### config.mk
export PLATFORM = sky130hd
export DESIGN_NAME = sensor_event_hub
export DESIGN_NICKNAME = d
export VERILOG_FILES = /design/src/rtl/sensor_event_hub.sv
export SDC_FILE = /design/constraint.sdc
export NUM_CORES = 1
export LEC_CHECK = 0
export BUFFER_PORTS_ARGS = -buffer_cell sky130_fd_sc_hd__buf_2
export CORE_ASPECT_RATIO = 0.5
export CORE_MARGIN = 4
export CORE_UTILIZATION = 40
export CTS_BUF_LIST = sky130_fd_sc_hd__clkbuf_8 sky130_fd_sc_hd__clkbuf_16
export DETAILED_ROUTE_END_ITERATION = 7
export PLACE_DENSITY_LB_ADDON = 0.1
export SETUP_SLACK_MARGIN = 0.02
export SYNTH_ARGS = -nofsm -noshare
export SYNTH_HDL_FRONTEND = slang
export SYNTH_SLANG_ARGS = --single-unit
### constraint.sdc
create_clock -name clk -period 5.7 [get_ports clk]
set_input_delay 0.285 -clock clk [delete_from_list [all_inputs] [get_ports clk]]
set_output_delay 0.285 -clock clk [all_outputs]
set_load 0.005 [all_outputs]
### src/rtl/sensor_event_hub.sv
// sensor_event_hub: concentrates NUM_CH raw sensor level flags into a serial
// event stream. Each flag is synchronised (2 flops), debounced (HOLD_CYCLES),
// and every debounced rising edge becomes a pending event. Pending events are
// drained lowest-index first into a FIFO that is read over valid/ready.
// Lost (coalesced) events raise a sticky overflow flag.
//
// Optional feature: define SENSOR_EVENT_HUB_TIMESTAMP_EN to add parameter
// TS_W, a free-running timestamp counter and an ev_ts output that carries the
// time at which the head event became pending.
module sensor_event_hub #(
    parameter int NUM_CH      = 9,
    parameter int HOLD_CYCLES = 16,
    parameter int FIFO_DEPTH  = 8,
    parameter int ID_W        = $clog2(NUM_CH)
`ifdef SENSOR_EVENT_HUB_TIMESTAMP_EN
    ,
    parameter int TS_W        = 16
`endif
) (
    input  logic                          clk,
    input  logic                          rst,
    input  logic [NUM_CH-1:0]             ev_in,
    input  logic                          clr_ovf,
    input  logic                          ev_ready,
    output logic                          ev_valid,
    output logic [ID_W-1:0]               ev_id,
    output logic [NUM_CH-1:0]             ev_state,
    output logic                          overflow,
`ifdef SENSOR_EVENT_HUB_TIMESTAMP_EN
    output logic [TS_W-1:0]               ev_ts,
`endif
    output logic [$clog2(FIFO_DEPTH):0]   fifo_count
);

    localparam int CNT_W = $clog2(HOLD_CYCLES) + 1;
    localparam int PTR_W = $clog2(FIFO_DEPTH);
    localparam int CW    = PTR_W + 1;

    // ------------------------------------------------------------------
    // Two-flop synchroniser on the raw asynchronous flags
    // ------------------------------------------------------------------
    logic [NUM_CH-1:0] sync1_q, sync1_d;
    logic [NUM_CH-1:0] sync2_q, sync2_d;

    // Next value of the synchroniser chain
    always_comb begin
        sync1_d = ev_in;
        sync2_d = sync1_q;
    end

    // Synchroniser registers
    always_ff @(posedge clk) begin
        if (rst) begin
            sync1_q <= '0;
            sync2_q <= '0;
        end else begin
            sync1_q <= sync1_d;
            sync2_q <= sync2_d;
        end
    end

    // ------------------------------------------------------------------
    // Per-channel debounce: a new level must persist HOLD_CYCLES cycles
    // ------------------------------------------------------------------
    logic [NUM_CH-1:0] state_vec;

    genvar gi;
    generate
        for (gi = 0; gi < NUM_CH; gi++) begin : g_deb
            logic [CNT_W-1:0] cnt_q, cnt_d;
            logic             st_q, st_d;

            // Count consecutive disagreeing samples; accept on the last one
            always_comb begin
                cnt_d = cnt_q;
                st_d  = st_q;
                if (sync2_q[gi] == st_q) begin
                    cnt_d = '0;
                end else if (cnt_q == CNT_W'(HOLD_CYCLES - 1)) begin
                    st_d  = sync2_q[gi];
                    cnt_d = '0;
                end else begin
                    cnt_d = cnt_q + CNT_W'(1);
                end
            end

            // Debounce counter and accepted level
            always_ff @(posedge clk) begin
                if (rst) begin
                    cnt_q <= '0;
                    st_q  <= 1'b0;
                end else begin
                    cnt_q <= cnt_d;
                    st_q  <= st_d;
                end
            end

            assign state_vec[gi] = st_q;
        end
    endgenerate

    assign ev_state = state_vec;

    // ------------------------------------------------------------------
    // Edge detect, pending bits, arbitration and overflow
    // ------------------------------------------------------------------
    logic [NUM_CH-1:0] prev_q, prev_d;
    logic [NUM_CH-1:0] pend_q, pend_d;
    logic              overflow_q, overflow_d;
    logic [NUM_CH-1:0] rise;
    logic [NUM_CH-1:0] lowest;
    logic [NUM_CH-1:0] drain_oh;
    logic [NUM_CH-1:0] coalesce;
    logic [ID_W-1:0]   drain_id;
    logic              push;
    logic              pop;
    logic              fifo_full;
    logic [CW-1:0]     count_q, count_d;
    logic              valid_q, valid_d;

    // Select the lowest pending channel and update pending/overflow state
    always_comb begin
        prev_d    = state_vec;
        rise      = state_vec & ~prev_q;
        fifo_full = (count_q == CW'(FIFO_DEPTH));
        lowest    = pend_q & (~pend_q + NUM_CH'(1));
        drain_id  = '0;
        for (int i = NUM_CH - 1; i >= 0; i--) begin
            if (pend_q[i]) begin
                drain_id = ID_W'(i);
            end
        end
        // A full FIFO blocks the write even if the head is popped this cycle.
        push       = (|pend_q) && !fifo_full;
        drain_oh   = push ? lowest : '0;
        // A rise on a channel being drained this cycle is a fresh event.
        coalesce   = rise & pend_q & ~drain_oh;
        pend_d     = (pend_q & ~drain_oh) | rise;
        overflow_d = (|coalesce) | (overflow_q & ~clr_ovf);
    end

    // Edge-detect history, pending bits and sticky overflow
    always_ff @(posedge clk) begin
        if (rst) begin
            prev_q     <= '0;
            pend_q     <= '0;
            overflow_q <= 1'b0;
        end else begin
            prev_q     <= prev_d;
            pend_q     <= pend_d;
            overflow_q <= overflow_d;
        end
    end

    assign overflow = overflow_q;

    // ------------------------------------------------------------------
    // Event FIFO
    // ------------------------------------------------------------------
    logic [ID_W-1:0]  id_mem_q [FIFO_DEPTH];
    logic [PTR_W-1:0] wr_ptr_q, wr_ptr_d;
    logic [PTR_W-1:0] rd_ptr_q, rd_ptr_d;

    // Pointer, occupancy and valid bookkeeping
    always_comb begin
        pop      = valid_q && ev_ready;
        wr_ptr_d = wr_ptr_q + (push ? PTR_W'(1) : PTR_W'(0));
        rd_ptr_d = rd_ptr_q + (pop  ? PTR_W'(1) : PTR_W'(0));
        count_d  = count_q;
        if (push && !pop) begin
            count_d = count_q + CW'(1);
        end else if (!push && pop) begin
            count_d = count_q - CW'(1);
        end
        valid_d = (count_d != '0);
    end

    // FIFO control registers
    always_ff @(posedge clk) begin
        if (rst) begin
            wr_ptr_q <= '0;
            rd_ptr_q <= '0;
            count_q  <= '0;
            valid_q  <= 1'b0;
        end else begin
            wr_ptr_q <= wr_ptr_d;
            rd_ptr_q <= rd_ptr_d;
            count_q  <= count_d;
            valid_q  <= valid_d;
        end
    end

    // Event storage; contents are don't-care until written, so no reset
    always_ff @(posedge clk) begin
        if (push) begin
            id_mem_q[wr_ptr_q] <= drain_id;
        end
    end

    // Stale storage is masked so an empty FIFO always presents id 0.
    assign ev_valid   = valid_q;
    assign ev_id      = valid_q ? id_mem_q[rd_ptr_q] : '0;
    assign fifo_count = count_q;

`ifdef SENSOR_EVENT_HUB_TIMESTAMP_EN
    // ------------------------------------------------------------------
    // Timestamps: captured when a channel becomes pending, carried in FIFO
    // ------------------------------------------------------------------
    logic [TS_W-1:0]              ts_q, ts_d;
    logic [NUM_CH-1:0][TS_W-1:0]  ts_cap_vec;
    logic [TS_W-1:0]              ts_mem_q [FIFO_DEPTH];

    // Free-running counter, wraps naturally at 2^TS_W
    always_comb begin
        ts_d = ts_q + TS_W'(1);
    end

    // Timestamp counter register
    always_ff @(posedge clk) begin
        if (rst) begin
            ts_q <= '0;
        end else begin
            ts_q <= ts_d;
        end
    end

    generate
        for (gi = 0; gi < NUM_CH; gi++) begin : g_ts
            logic [TS_W-1:0] cap_q, cap_d;

            // Capture only for a fresh event; coalesced rises keep the first time
            always_comb begin
                cap_d = cap_q;
                if (rise[gi] && !coalesce[gi]) begin
                    cap_d = ts_q;
                end
            end

            // Per-channel captured timestamp
            always_ff @(posedge clk) begin
                if (rst) begin
                    cap_q <= '0;
                end else begin
                    cap_q <= cap_d;
                end
            end

            assign ts_cap_vec[gi] = cap_q;
        end
    endgenerate

    // Timestamp storage written alongside the id
    always_ff @(posedge clk) begin
        if (push) begin
            ts_mem_q[wr_ptr_q] <= ts_cap_vec[drain_id];
        end
    end

    assign ev_ts = valid_q ? ts_mem_q[rd_ptr_q] : '0;
`endif

endmodule

Word-level counts from Yosys, hierarchy flattened
Memory sizes are Yosys's and may differ from the RTL's. A register that Yosys moved wholly into a read port is not among the register bits.
Cells that the tools add are included.
Cells by class
  $add $sub $neg: 14
  equality and inequality tests: 19
  mux-type cells: 18
  bitwise gates (word level): 21
  reduce and logical (&&, ||, !) cells: 28
Operators by type and width (number)
  4-bit 2-to-1 mux: 12
  5-bit by 1-bit adder with 5-bit output (second input constant): 9
  9-bit AND: 5
  5-bit by 4-bit equality test with 1-bit output (second input constant): 9
  9-bit NOT: 3
  3-bit OR reduction: 9
  2-bit AND reduction: 9
  9-bit OR reduction: 2
  1-bit NOT: 10
  9-bit by 1-bit adder with 9-bit output (second input constant): 1
  1-bit equality test: 9
  9-bit 2-to-1 mux: 1
  9-bit bitwise OR: 1
  3-bit by 1-bit adder with 3-bit output: 2
  4-bit by 1-bit adder with 4-bit output (second input constant): 1
  4-bit equality test (second input constant): 1
  1-bit logical AND: 4
  1-bit 2-to-1 mux: 4
  4-bit nonzero test: 1
  4-bit by 1-bit subtractor with 4-bit output (second input constant): 1
  1-bit logical NOT: 3
  3-bit 2-to-1 mux: 1
  1-bit AND: 1
  1-bit bitwise OR: 1
Word-level totals
  flip-flop bits (word level): 102
  memory bits (writable): 32
  input port bits: 13
  output and inout bits: 19
  logic and storage cells: 128
  memories: 1
Memory list
  id_mem_q: words 8, width 4, rd ports 1, clocked after memory_dff 1, write ports 1, line 160  | logic [ID_W-1:0] id_mem_q [FIFO_DEPTH];

Logic depth before layout (Yosys ltp)
Gate-level depths: netlist of the first run.
  depth after elaboration: 9
  mapped depth: 11
  depth with buffers taken out: 9

Worst setup path before layout of the first run
No wires, ideal clock.
  path kind: register to register
  start: register count_q[0] (netlist: fifo_count[0])
  end: memory id_mem_q[4][0] (netlist name) (enable)
  setup time: 361 ps
  data arrival time: 1863 ps
  data required time: 5339 ps
  slack: 3475 ps
  cell stages (with the launch flop): 10
  buffers on the path: 2
  period minus slack after synthesis: 2225 ps
  path through: dfxtp_1 > clkbuf_2 > inv_1 > ha_1 > and3b_1 > a31o_1 > buf_6 > inv_1 > nand2_1 > nor3_1
Between the ends
  longest elaborated chain between the ends: 5
RTL lines
  start: declaration: line 118  | logic [CW-1:0] count_q, count_d;
  start signal: assignment: line 188  | count_q <= count_d;
  4-bit equality test: line 125  | fifo_full = (count_q == CW'(FIFO_DEPTH));
  1-bit logical NOT: line 134  | push = (|pend_q) && !fifo_full;
  1-bit logical AND: line 134
  1-bit 2-to-1 mux: line 195  | if (push) begin
  1-bit 2-to-1 mux (not written as such): line 196  | id_mem_q[wr_ptr_q] <= drain_id;
  end: declaration: line 160
No other way between the ends.

Worst setup path in the final report of the first run
  start: register count_q[0] (netlist: fifo_count[0])
  end: memory id_mem_q[4][2] (netlist name) (enable)
Same word-level chain as after synthesis.

==> results of run 1 <==
==> state kept, by name, summed over array words and instances, names as in the netlist <==
signal	count
g_deb.cnt_q	45
id_mem_q	32
g_deb.st_q	9
pend_q	9
prev_q	9
sync1_q	9
sync2_q	9
fifo_count	4
rd_ptr_q	3
wr_ptr_q	3
ev_valid	1
overflow	1
==> final cells by class <==
type | instances | area [um^2] | share of cell area
Timing Repair Buffer | 33 | 170 | 0.0274
Sequential cell | 134 | 3000 | 0.483
Clock inverter | 7 | 98.8 | 0.0159
Inverter | 26 | 97.6 | 0.0157
Multi-Input combinational cell | 289 | 2060 | 0.332
Clock buffer | 25 | 569 | 0.0917
Tap cell | 170 | 213 | 0.0342
==> where the power goes <==
part	internal [mW]	leakage (nW)	switching [mW]
Sequential	0.991	1.11	0.0384
Combinational	0.0888	0.914	0.0753
Clock	0.785	0.324	0.400
Total	1.86	2.35	0.514
==> worst paths after layout <==
| check | endpoint | slack, ns |
|---|---|---|
| hold / removal | sync1_q[0]$_SDFF_PP0_ | 0.09 |
| setup reg to reg | id_mem_q[4][2]$_DFFE_PP_ | 3.13 |
| setup / recovery | id_mem_q[4][2]$_DFFE_PP_ | 3.13 |
| hold reg to reg | sync2_q[1]$_SDFF_PP0_ | 0.43 |
==> routing by layer <==
layer / up-vias / part of all wire / routed length (um)
li1: 1654 / - / -
met1: 1384 / 0.52 / 4450
met2: 31 / 0.44 / 3740
met3: 11 / 0.034 / 289
met4: 0 / 0.012 / 100
met5: - / 0 / 0
==> cell usage in the layout (no fill, tap or decap), types with 5 or more instances in the layout <==
cell / count
buf_2: 31
nor2b_1: 38
edfxtp_1: 32
nand3_1: 14
mux4_2: 8
inv_1: 26
mux2i_1: 13
clkbuf_8: 5
nor3_1: 7
dfxtp_1: 102
nor2_1: 71
xnor2_1: 23
ha_1: 24
nand2_1: 9
nand2b_1: 10
clkbuf_16: 20
xor2_1: 9
o21ai_0: 6
and3_1: 9
or3_1: 9
a21oi_1: 12
==> cells by family (layout without fill, tap and decap cells) <==
family / count (synthesis) / in the layout / synth area share
AOI/OAI and AO/OA: 32 / 32 / 0.0435
xor gates and xnor gates: 32 / 32 / 0.0530
adders and majority gates: 24 / 24 / 0.0568
buffers and inverters: 48 / 91 / 0.0428
DFF: 134 / 134 / 0.568
muxes: 21 / 21 / 0.0587
and+or+nand+nor: 180 / 180 / 0.177
==> per-stage QoR <==
step | std cells | hold slack (ns) | power [mW]
2_1_floorplan | 471 | 0.413 | 1.17
3_5_place_dp | 652 | 0.423 | 1.22
3_3_place_gp | 652 | 0.420 | 1.22
5_1_grt | 684 | 0.0684 | 2.48
6_report | 684 | 0.0879 | 2.38
4_1_cts | 684 | 0.0646 | 2.41
==> results.md, run 1 <==
- Power Density: 383 nW/um^2
- Slowest CP cell: dfxtp_1
- Initial antenna violation count: 0
- Sequential area share after synthesis: 0.568
- Startpoint types: register
- Die area: 15,200 um^2
- Fillers: 1,176
- Global-route met2 utilization: 0.188
- Met1 usage: 0.164
- DR vias/cell: 4.50
- Layout area overhead: 17.4%
- Routed len/inst: 12.5 um
- CTS H-Tree Depth: 4
- Synth area leader: dfxtp_1
- Post-Route WL: 8580 um
- Total track usage: 0.125
- Global-route wire length before repair: 14,600 um
- Die Ht: 89.3 um
- Levels on crit path: 7
- Buffer type at the clock tree root: clkbuf_16
- Final Hold Fails: 0
- DRT iter0 DRCs: 130
- Startpoint of the worst hold path: ev_in[0]
- Slack of the critical path: 3.13 ns
- Design area: 6210 um^2
- CP required: 5.74 ns
- Worst min path class: input port to register
- Setup crit start: fifo_count[0]$_SDFF_PP0_
- MaxCap Viol Count: 0
- Vias post-DR: 3,080
- Dominant cells by area after synthesis: dfxtp_1 39%, edfxtp_1 18%, ha_1 5.7%
- Layout cell share with drive strength beyond 1: 0.160
- Max Clk Rate: 0.388 GHz
- Most frequent cell after synthesis: dfxtp_1
- Final period utilization: 0.452
- Crit path cell chain: inv_1, ha_1, and3b_1, a31o_1, inv_1, nand2_1, nor3_1
- Unrepaired setup endpoints after global routing: false
- Commonest cells in the netlist: 102 x dfxtp_1, 71 x nor2_1, 38 x nor2b_1
- YS warnings: 0
- Vias in the first global route: 2,981
- Post-Synthesis Cells: 471
- Clock sinks: 134
- Cells on worst reg2reg path: 7
- Skew-Pair Late Insertion Delay: 0.40 ns
- CTS buffer count: 17
- Drt drc: 0
- NumNets Final: 538
- Predominant post-synthesis flop cell: dfxtp_1
- Cell mode on critical path: inv_1
- Port-buffer cells: 31
- Net Count, Synth: 508
- Final core occ: 0.485
- Final setup TNS: 0 ns
- CP bufs+invs: 2
- Crit Path Max Fanout: 10
- Peak per-stage delay on the critical path: 0.54 ns
- Clock Skews: 0.00642 ns
- Die Wd: 171 um
- Global placer's final weighted congestion: 0.754
- Crit-path leading delay family: simple AND/OR/NAND/NOR gates
- Hpwl dp: 5810 um
- Syn avg cell area: 11.2 um^2
- Row Count: 29
- # setup viols final: 0
- Register bit total from synthesis: 134
- First-pass DRT Iterations: 4
- Worst hold path depth: 2
- CP Data Arrival Time: 2.61 ns
- Hold buffer count at CTS: 0
- Netlist cell types: 45
- Routed Antenna Nets: 0
- Met3 Track Usage GR: 0.0433
- Grt ovf: 0
- Reg clk slew, reported paths: 0.06 ns
- Setup Buffers After CTS: 0
- Status: finished, final reports clean
- CTS tree: yes
- Core area: 12,800 um^2
- Synth async-reset ratio: 0
- Placed cell areas: 5540 um^2
- Post-synth EDFFs: 32
- Static Leakage: 2.35 nW
- Min Tclk post-route: 2.57 ns
- Gr busiest metal: met2
- Slew Limit Fails: 0
- Pre-CTS WS: 3.15 ns
- WS Path Type: register to register
- Top Ports: 32
- Reg2reg start: fifo_count[0]$_SDFF_PP0_
- Cts repair resizes: 0
- Worst-margin pin slew: 0.809 ns
- Clock tree buffer depth: 2
- Rel. slew slack: 0.455
- Synth Cell Area: 5290 um^2
- Maximum VDD drop: 0.183 mV
- Yosys top cell area share: 0.386
- Crit path capture type: register
- Initial Util: 0.413
- Diode count: 0
- Pin count of the biggest net entering global routing: 53
(Power assumes the default switching activity.)
==> run 2: changes to the inputs <==
Clock period 5.7 ns to 2.4 ns, I/O delays scaled along.
==> results.md, run 2 (same netlist as run 1, synthesis figures left out) <==
- Clock Skews: 0.00959 ns (+0.00317 ns)
- Skew-Pair Late Insertion Delay: 0.41 ns (about the same)
- Most frequent cells in the layout: 102 x dfxtp_1, 71 x nor2_1, 38 x nor2b_1, 32 x edfxtp_1, 31 x buf_2
- Wire length on met1: 4610 um (+3.5%)
- Max Clk Rate: 0.468 GHz
- Fillers: 1,187 (+0.94%)
- Reg clk slew, reported paths: 0.06 ns (about the same)
- Top Ports: 32 (unchanged)
- Rel. slew slack: 0.599 (+0.143)
- Cells on worst reg2reg path: 7 (unchanged)
- Post-Layout Cell Count: 703 (+2.8%)
- Pin count of the biggest net entering global routing: 31 (-42%)
- Max reg flops: 45 (unchanged)
- NumNets Final: 557 (+3.5%)
- FF+latch area: 3000 um^2 (unchanged)
- Final Hold Fails: 0 (unchanged)
- Die Wd: 171 um (unchanged)
- DR vias/cell: 4.56 (+1.3%)
- Static Leakage: 2.42 nW (+2.9%)
- CTS buffer count: 17 (unchanged)
- Multi-input logic area: 2060 um^2 (unchanged)
- Startpoint of the worst hold path: rst
- CTS tree: yes
- Final period utilization: 0.891
- Hpwl dp: 6160 um (+6.1%)
- Die area: 15,200 um^2 (unchanged)
- Clock sinks: 134 (unchanged)
- Clock tree buffer depth: 2 (unchanged)
- Worst-case hold slack: 0.119 ns (+0.0308 ns)
- R2r endpoint: id_mem_q[4][1]$_DFFE_PP_
- Most flops, register: g_deb.cnt_q
- Grt ovf: 0 (unchanged)
- Initial Util: 0.413 (unchanged)
- Row Count: 29 (unchanged)
- Total track usage: 0.128 (+0.00321)
- Layout area overhead: 19.8%
- Global-route wire length before repair: 14,900 um (+1.9%)
- Unrepaired setup endpoints after global routing: false
- Reg2reg start: fifo_count[0]$_SDFF_PP0_
- Drt drc: 0 (unchanged)
- Power Density: 869 nW/um^2 (+130%)
- Final setup TNS: 0 ns (unchanged)
- First-pass DRT Iterations: 4 (unchanged)
- Design area: 6330 um^2 (+2.0%)
- Slew Limit Fails: 0 (unchanged)
- Initial antenna violation count: 0 (unchanged)
- Hold Path Sink: sync1_q[5]$_SDFF_PP0_
- Maximum VDD drop: 0.430 mV (+140%)
- MaxCap Viol Count: 0 (unchanged)
- Core area: 12,800 um^2 (unchanged)
- Crit path capture type: output port
- WL met2: 3890 um (+4.1%)
- Routed len/inst: 12.6 um (+0.78%)
- Die Ht: 89.3 um (unchanged)
- Status: finished, final reports clean
- Post-Route WL: 8890 um (+3.6%)
- Commonest non-fill, non-tap cell in the layout: dfxtp_1
- Vias in the first global route: 3,049 (+2.3%)
- Vias post-DR: 3,206 (+4.1%)
- Diode count: 0 (unchanged)
- Setup Buffers After CTS: 0 (unchanged)
- WS Path Type: register to output port
- DRT iter0 DRCs: 145 (+12%)
- CP required: 2.28 ns (-3.46 ns)
- Min Tclk post-route: 2.14 ns
- Worst-margin pin slew: 0.600 ns (-0.210 ns)
- Largest regs: g_deb.cnt_q: 45 flops, id_mem_q: 32 flops
- CP Data Arrival Time: 2.02 ns (-0.59 ns)
- Layout cell share with drive strength beyond 1: 0.171 (+0.0112)
- Worst min path class: input port to register
- Top routing layer used: met4
- Buffer type at the clock tree root: clkbuf_16
- Port-buffer cells: 31 (unchanged)
- Worst R2R Setup Slack: 0.33 ns (-2.80 ns)
- Worst hold path depth: 2 (unchanged)
- Routed Antenna Nets: 0 (unchanged)
- Placed cell areas: 5630 um^2 (+1.6%)
- Crit Path Max Fanout: 9 (-1)
- # setup viols final: 0 (unchanged)
- # placed instances: 662 (+1.5%)
- CTS H-Tree Depth: 4 (unchanged)
- Startpoint types: register
- Met3 wire len: 269 um (-6.9%)
- Global placer's final weighted congestion: 0.754 (about the same)
## run 2: worst max-delay path, stage by stage (launching register included)
cell	delay (ns)
dfxtp_1	0.66
mux4_2	0.59
mux2i_1	0.18
nor2b_1	0.06
buf_2	0.12
## run 2: worst max path at each step
stage | cells past startpoint | slack, ns | startpoint | to
final | 4 | 0.26 | rd_ptr_q[0]$_SDFF_PP0_ | ev_id[0]
after global routing | 4 | 0.09 | rd_ptr_q[0]$_SDFF_PP0_ | ev_id[3]
after CTS | 4 | 0.19 | rd_ptr_q[0]$_SDFF_PP0_ | ev_id[0]
after detailed placement | 7 | 0.33 | fifo_count[0]$_SDFF_PP0_ | id_mem_q[4][1]$_DFFE_PP_
after global placement | 7 | 0.39 | fifo_count[0]$_SDFF_PP0_ | id_mem_q[4][1]$_DFFE_PP_
after floorplan | 9 | 0.18 | fifo_count[0]$_SDFF_PP0_ | id_mem_q[4][0]$_DFFE_PP_
## run 2: per-layer routing
layer / up-vias / track usage
met5: - / 0
met1: 1484 / 0.167
met3: 10 / 0.0433
li1: 1685 / -
met4: 0 / 0.0565
met2: 27 / 0.196
## run 2: per-stage QoR
step / worst slack (ns) / power [mW] / util
finish: 0.261 / 5.50 / 0.494
global route: 0.0880 / 5.77 / 0.494
CTS: 0.187 / 5.59 / 0.494
detailed placement: 0.331 / 2.92 / 0.440
global placement: 0.390 / 2.92 / 0.440
floorplan: 0.175 / 2.77 / -
## run 2: cell type report
| cell class | count | area share |
|---|---|---|
| clock buffers | 21 | 0.0776 |
| clock inverters | 11 | 0.0192 |
| inverters | 26 | 0.0154 |
| multi-input cells | 289 | 0.325 |
| flip-flops and latches | 134 | 0.474 |
| well taps | 170 | 0.0336 |
| repair buffers | 52 | 0.0549 |
## run 2: power breakdown
part           switching (mW)  internal (mW)  total (mW)
clock network           0.959           1.67        2.63
registers              0.0624           2.35        2.42
logic                   0.212          0.243       0.455
total                    1.23           4.27        5.50
## run 2: timing repair
action	CTS	global route
hold buffers	9	0
resized for setup	0	0
hold endpoints to repair	9	0
